## src/rtl/pwm_duty_decoder.sv

```systemverilog
// Measures high time and period of a 4-bit PWM waveform in CE ticks, recovers
// the duty word and flags stuck-low, stuck-high and non-16-tick periods.
//
// state | meaning
// IDLE  | no measurement in progress; waiting for a rising edge
// HIGH  | rising edge seen, input still high, counting high ticks
// LOW   | input has fallen; next rising edge closes the period
module pwm_duty_decoder #(
    parameter int CNT_W   = 8,
    parameter int TIMEOUT = 48
) (
    input  logic             CLK,
    input  logic             RST,
    input  logic             CE,
    input  logic             PWM_IN,
    output logic [3:0]       D_OUT,
    output logic [CNT_W-1:0] HIGH_CNT,
    output logic [CNT_W-1:0] PERIOD,
    output logic             VALID,
    output logic             STUCK_LO,
    output logic             STUCK_HI,
    output logic             FMT_ERR
);

    typedef enum logic [1:0] {IDLE, HIGH, LOW} state_t;

    localparam logic [CNT_W-1:0] CNT_MAX = '1;
    localparam logic [CNT_W-1:0] ONE     = CNT_W'(1);
    localparam logic [CNT_W-1:0] TWO     = CNT_W'(2);
    localparam logic [CNT_W-1:0] FIFTEEN = CNT_W'(15);
    localparam logic [CNT_W-1:0] SIXTEEN = CNT_W'(16);
    localparam logic [CNT_W-1:0] TO_VAL  = CNT_W'(TIMEOUT);

    state_t           state_q;
    logic             sync1_q, sync2_q, prev_q;
    logic [CNT_W-1:0] hcnt_q, pcnt_q;
    logic [CNT_W-1:0] high_cnt_q, period_q;
    logic [3:0]       d_out_q;
    logic             valid_q, stuck_lo_q, stuck_hi_q, fmt_err_q;

    logic             s, rise, timeout, fmt_ok;
    logic [CNT_W-1:0] hcnt_d, pcnt_d;

    always_comb begin
        s       = sync2_q;
        rise    = s & ~prev_q;
        pcnt_d  = (pcnt_q == CNT_MAX) ? pcnt_q : pcnt_q + ONE;
        hcnt_d  = (hcnt_q == CNT_MAX) ? hcnt_q : hcnt_q + ONE;
        // Once stuck and idle, the saturating counter must not re-fire the timeout
        timeout = (pcnt_d == TO_VAL) && !((state_q == IDLE) && (stuck_lo_q | stuck_hi_q));
        fmt_ok  = (pcnt_q == SIXTEEN) && (hcnt_q >= TWO) && (hcnt_q <= FIFTEEN);
    end

    always_ff @(posedge CLK) begin
        if (RST) begin
            state_q    <= IDLE;
            sync1_q    <= 1'b0;
            sync2_q    <= 1'b0;
            prev_q     <= 1'b0;
            hcnt_q     <= '0;
            pcnt_q     <= '0;
            high_cnt_q <= '0;
            period_q   <= '0;
            d_out_q    <= 4'h0;
            valid_q    <= 1'b0;
            stuck_lo_q <= 1'b0;
            stuck_hi_q <= 1'b0;
            fmt_err_q  <= 1'b0;
        end else begin
            sync1_q <= PWM_IN;
            sync2_q <= sync1_q;
            valid_q <= 1'b0;
            if (CE) begin
                prev_q <= s;
                if (rise) begin
                    if (state_q == LOW) begin
                        high_cnt_q <= hcnt_q;
                        period_q   <= pcnt_q;
                        valid_q    <= 1'b1;
                        stuck_lo_q <= 1'b0;
                        stuck_hi_q <= 1'b0;
                        fmt_err_q  <= ~fmt_ok;
                        if (fmt_ok) begin
                            d_out_q <= hcnt_q[3:0] - 4'd1;
                        end
                    end
                    hcnt_q  <= ONE;
                    pcnt_q  <= ONE;
                    state_q <= HIGH;
                end else if (timeout) begin
                    high_cnt_q <= '0;
                    period_q   <= '0;
                    fmt_err_q  <= 1'b0;
                    valid_q    <= 1'b1;
                    stuck_lo_q <= ~s;
                    stuck_hi_q <= s;
                    d_out_q    <= s ? 4'hF : 4'h0;
                    hcnt_q     <= '0;
                    pcnt_q     <= '0;
                    state_q    <= IDLE;
                end else begin
                    pcnt_q <= pcnt_d;
                    if (state_q == HIGH) begin
                        if (s) begin
                            hcnt_q <= hcnt_d;
                        end else begin
                            state_q <= LOW;
                        end
                    end
                end
            end
        end
    end

    assign D_OUT    = d_out_q;
    assign HIGH_CNT = high_cnt_q;
    assign PERIOD   = period_q;
    assign VALID    = valid_q;
    assign STUCK_LO = stuck_lo_q;
    assign STUCK_HI = stuck_hi_q;
    assign FMT_ERR  = fmt_err_q;

endmodule
```

## config.mk

```make
export PLATFORM = sky130hd
export DESIGN_NAME = pwm_duty_decoder
export DESIGN_NICKNAME = d
export VERILOG_FILES = /design/src/rtl/pwm_duty_decoder.sv
export SDC_FILE = /design/constraint.sdc
export NUM_CORES = 1
export LEC_CHECK = 0
export CAP_MARGIN = 30
export CORE_MARGIN = 1
export CORE_UTILIZATION = 38
export CTS_CLUSTER_DIAMETER = 200
export DETAILED_ROUTE_END_ITERATION = 10
export MAX_ROUTING_LAYER = met4
export SLEW_MARGIN = 30
export SYNTH_ARGS = -nofsm -noshare
export SYNTH_HDL_FRONTEND = slang
export SYNTH_SLANG_ARGS = --single-unit
```

## constraint.sdc

```tcl
create_clock -name CLK -period 4.9 [get_ports CLK]
set_input_delay 0.98 -clock CLK [delete_from_list [all_inputs] [get_ports CLK]]
set_output_delay 0.98 -clock CLK [all_outputs]
set_load 0.02 [all_outputs]
```

==> metrics.txt <==
Max Fanout on Critical Path 15; Synth Area in Adders 0.0287; die height 77.7 um; beginning of the worst hold path sync1_q; Resized Gates After CTS 0; Net Count, Synth 249; largest net degree at the start of global routing 27; fin crit period 3370 ps; number of global-route vias before repair 1,743; Post-CTS Setup Repair Bufs 0; mux cell area share after synthesis 0.0195; final hold vios 0; clock share of power 0.411; initial antenna violation count 0; Cells after Synth 240; largest family of logic cells by synthesized area compound AO/OA/AOI/OAI gates; Post-Layout Cell Count 334; max cap viols 0; Port Buffers 27; drt total wl 5000 um; H-tree depth 2; synth warn 0; final setup TNS 0 ps; final setup vio count 0; WP data arrival 3600 ps; Max Freq 297 MHz; mean post-synth cell area just over 9 um2; Final HPWL DP between 3000 and 4000 um; NumNets Final 270; sequential share of power 0.534; Leakage Power 0.874 nW; area of the core 5510 um2; cell count along the critical path 6; post-synthesis simple-gate area fraction 0.215; actual slew at the worst max-slew pin approximately 760 ps; status finished, final reports clean; Post-route DRC 0; placed insts 326; Critical R2R Launch pcnt_q[1]; first-pass GRT wire length 8390 um; crit end category flop; clk sinks between 40 and 50; RSZ-0062 raised after global routing no; Primary FF master, synth dfxtp_1; Worst Path Class, Setup in2reg; layout cells sized above 1 0.107; CP max stage cell clkdlybuf4s50_1; total number of vias roughly 1,900; post-synthesis compound-gate area fraction 0.256; Pint 0.549 mW; clock skew 7.53 ps; worst-case reg-to-reg path depth 7; via density per instance 5.58; row count 27; Yosys reg bits 45; 1st-pass router iterations 4; EDFF count, synth 0; gpl congestion a little under 0.9; Worst EP required 5130 ps; post-synthesis xor/xnor area fraction 0.0121; wire length per cell 15.0 um; GRT Total Usage 0.181; Max IR drop VDD 0.000208 V; Critical Path Source Type primary input; Hold Path Cell Cnt 1; internal reg-to-reg setup slack between 2000 and 2500 ps; root buffer cell clkbuf_8; Comb power frac 0.054; Die Area 6040 um2; sequential share of the synthesized area 0.414; max-slew violation count 0; final antenna-violating net count 0; CTS buffer count 5; initial drt markers 97; hold path endpoint s; Hold/Removal Path Class reg2reg; Switch Pwr 0.152 mW; Cell Area, Synth 2180 um2; Clock transition at path regs 80 ps; cell family with most CP delay simple AND/OR/NAND/NOR gates; crit path cell chain clkdlybuf4s50_1 -> nand2_1 -> nor3_1 -> nand4_1 -> a221o_1 -> a21oi_1; Clock Path Buffers 2; CTS tree built; Die Wd between 70 and 80 um; Buf/Inv on CP 1; ANT cells 0; Max-slew headroom 0.488; FF-to-FF End hcnt_q[7]; total power draw approximately 0.70 mW; clk_lat worst skew 290 ps; crit-path max cell delay 800 ps; I/O pins 28; Power Density approximately 270 nW/um2; share of flip-flops with an asynchronous set or reset 0; Hold-fix buffers, CTS 0; initial core utilization 0.395; Sw Share 0.217; Area growth syn-to-layout 19.5%; period utilization 0.688; Cell variety after synth 55; total gr overflow 0
[layer usage]
layer,GRT usage,vias up,part of all wire
li1,-,927,-
met1,0.248,874,0.51
met2,0.265,58,0.43
met3,0.0318,5,0.048
met4,0.0642,0,0.0076
met5,-,-,0
[Yosys cell counts (3+ instances only)]
master | count | area share
buf_2 | 7 | 0.016
nand2b_1 | 7 | 0.020
nor3_1 | 7 | 0.016
o31ai_2 | 4 | 0.023
ha_1 | 5 | 0.029
clkbuf_1 | 4 | 0.0069
dfxtp_1 | 45 | 0.41
a21o_1 | 3 | 0.010
nand2_1 | 17 | 0.029
nor2b_1 | 3 | 0.0086
nand4_1 | 3 | 0.0086
o21ai_0 | 10 | 0.023
nand3_1 | 20 | 0.046
and3_1 | 4 | 0.011
nor4_1 | 3 | 0.0086
nor2_1 | 12 | 0.021
or3_1 | 3 | 0.0086
a22o_1 | 16 | 0.064
a21oi_1 | 13 | 0.030
inv_1 | 9 | 0.016
[per-stage QoR]
step                      worst slack (ps)  utilization  hold WS, ps  area [um2]
after global routing                  1270        0.472          476        2600
final                                 1530        0.472          457        2600
after detailed placement              1290        0.450          439        2480
after CTS                             1570        0.471          461        2590
after floorplan                       2560            -          414        2180
after global placement                1450        0.449          425        2470
[cell type report]
cell class / count / area [um2]
clock buffers: 7 / 86.3
clock inverters: 1 / 30.0
fillers: 553 / 2910
inverters: 10 / 37.5
multi-input cells: 170 / 1170
flip-flops and latches: 45 / 901
well taps: 72 / 90.1
repair buffers: 29 / 285
[worst max path at each step]
| stage | slack [ps] | startpoint | end |
|---|---|---|---|
| finish | 1530 | CE | D_OUT[2] |
| global route | 1270 | CE | D_OUT[2] |
| CTS | 1570 | CE | D_OUT[2] |
| detailed placement | 1290 | CE | D_OUT[2] |
| global placement | 1450 | CE | PERIOD[7] |
| floorplan | 2560 | pcnt_q[1] | hcnt_q[3] |
[worst reg2reg max path: cells and delay by family, from the launching register on]
kind                     cells  cell delay, ps
AND/OR/NAND/NOR              3             820
AO/OA/AOI/OAI                3             970
flip-flops                   1             440
adder cells (fa/ha/maj)      1             350
[cells by family after synthesis]
| group | count (synthesis) |
|---|---|
| muxes | 4 |
| xor gates and xnor gates | 3 |
| adders and majority gates | 5 |
| AOI/OAI and AO/OA | 70 |
| and+or+nand+nor | 88 |
| buffers and inverters | 25 |
| DFF | 45 |
[sequential cells by signal (all words and copies together) (netlist names)]
| register | flops |
|---|---|
| PERIOD | 8 |
| FMT_ERR | 1 |
| state_q | 2 |
| prev_q | 1 |
| sync1_q | 1 |
| HIGH_CNT | 8 |
| s | 1 |
| STUCK_HI | 1 |
| STUCK_LO | 1 |
| D_OUT | 4 |
| pcnt_q | 8 |
| hcnt_q | 8 |
| VALID | 1 |
[power groups by stage]
stage               Sequential [mW]  Clock [mW]  Combinational, mW
finish                        0.374       0.288             0.0381
global placement              0.383           0             0.0375
floorplan                     0.381           0             0.0261
global route                  0.375       0.314             0.0427
CTS                           0.374       0.295             0.0379
detailed placement            0.383           0             0.0376
[cell usage in the layout, fill, tap and decap left out, types with 3 or more instances in the layout]
cell type and count:
nand2_1 17, nand4_1 3, nor2b_1 3, nor2_1 12, ha_1 5, nor3_1 7, clkbuf_8 6, nand2b_1 7
dfxtp_1 45, nor4_1 3, inv_1 9, nand3_1 20, o21ai_0 10, a21o_1 3, clkdlybuf4s50_1 27, and3_1 4
o31ai_2 4, a22o_1 16, or3_1 3, a21oi_1 13
No activity file was read; power rests on OpenSTA's default activity.
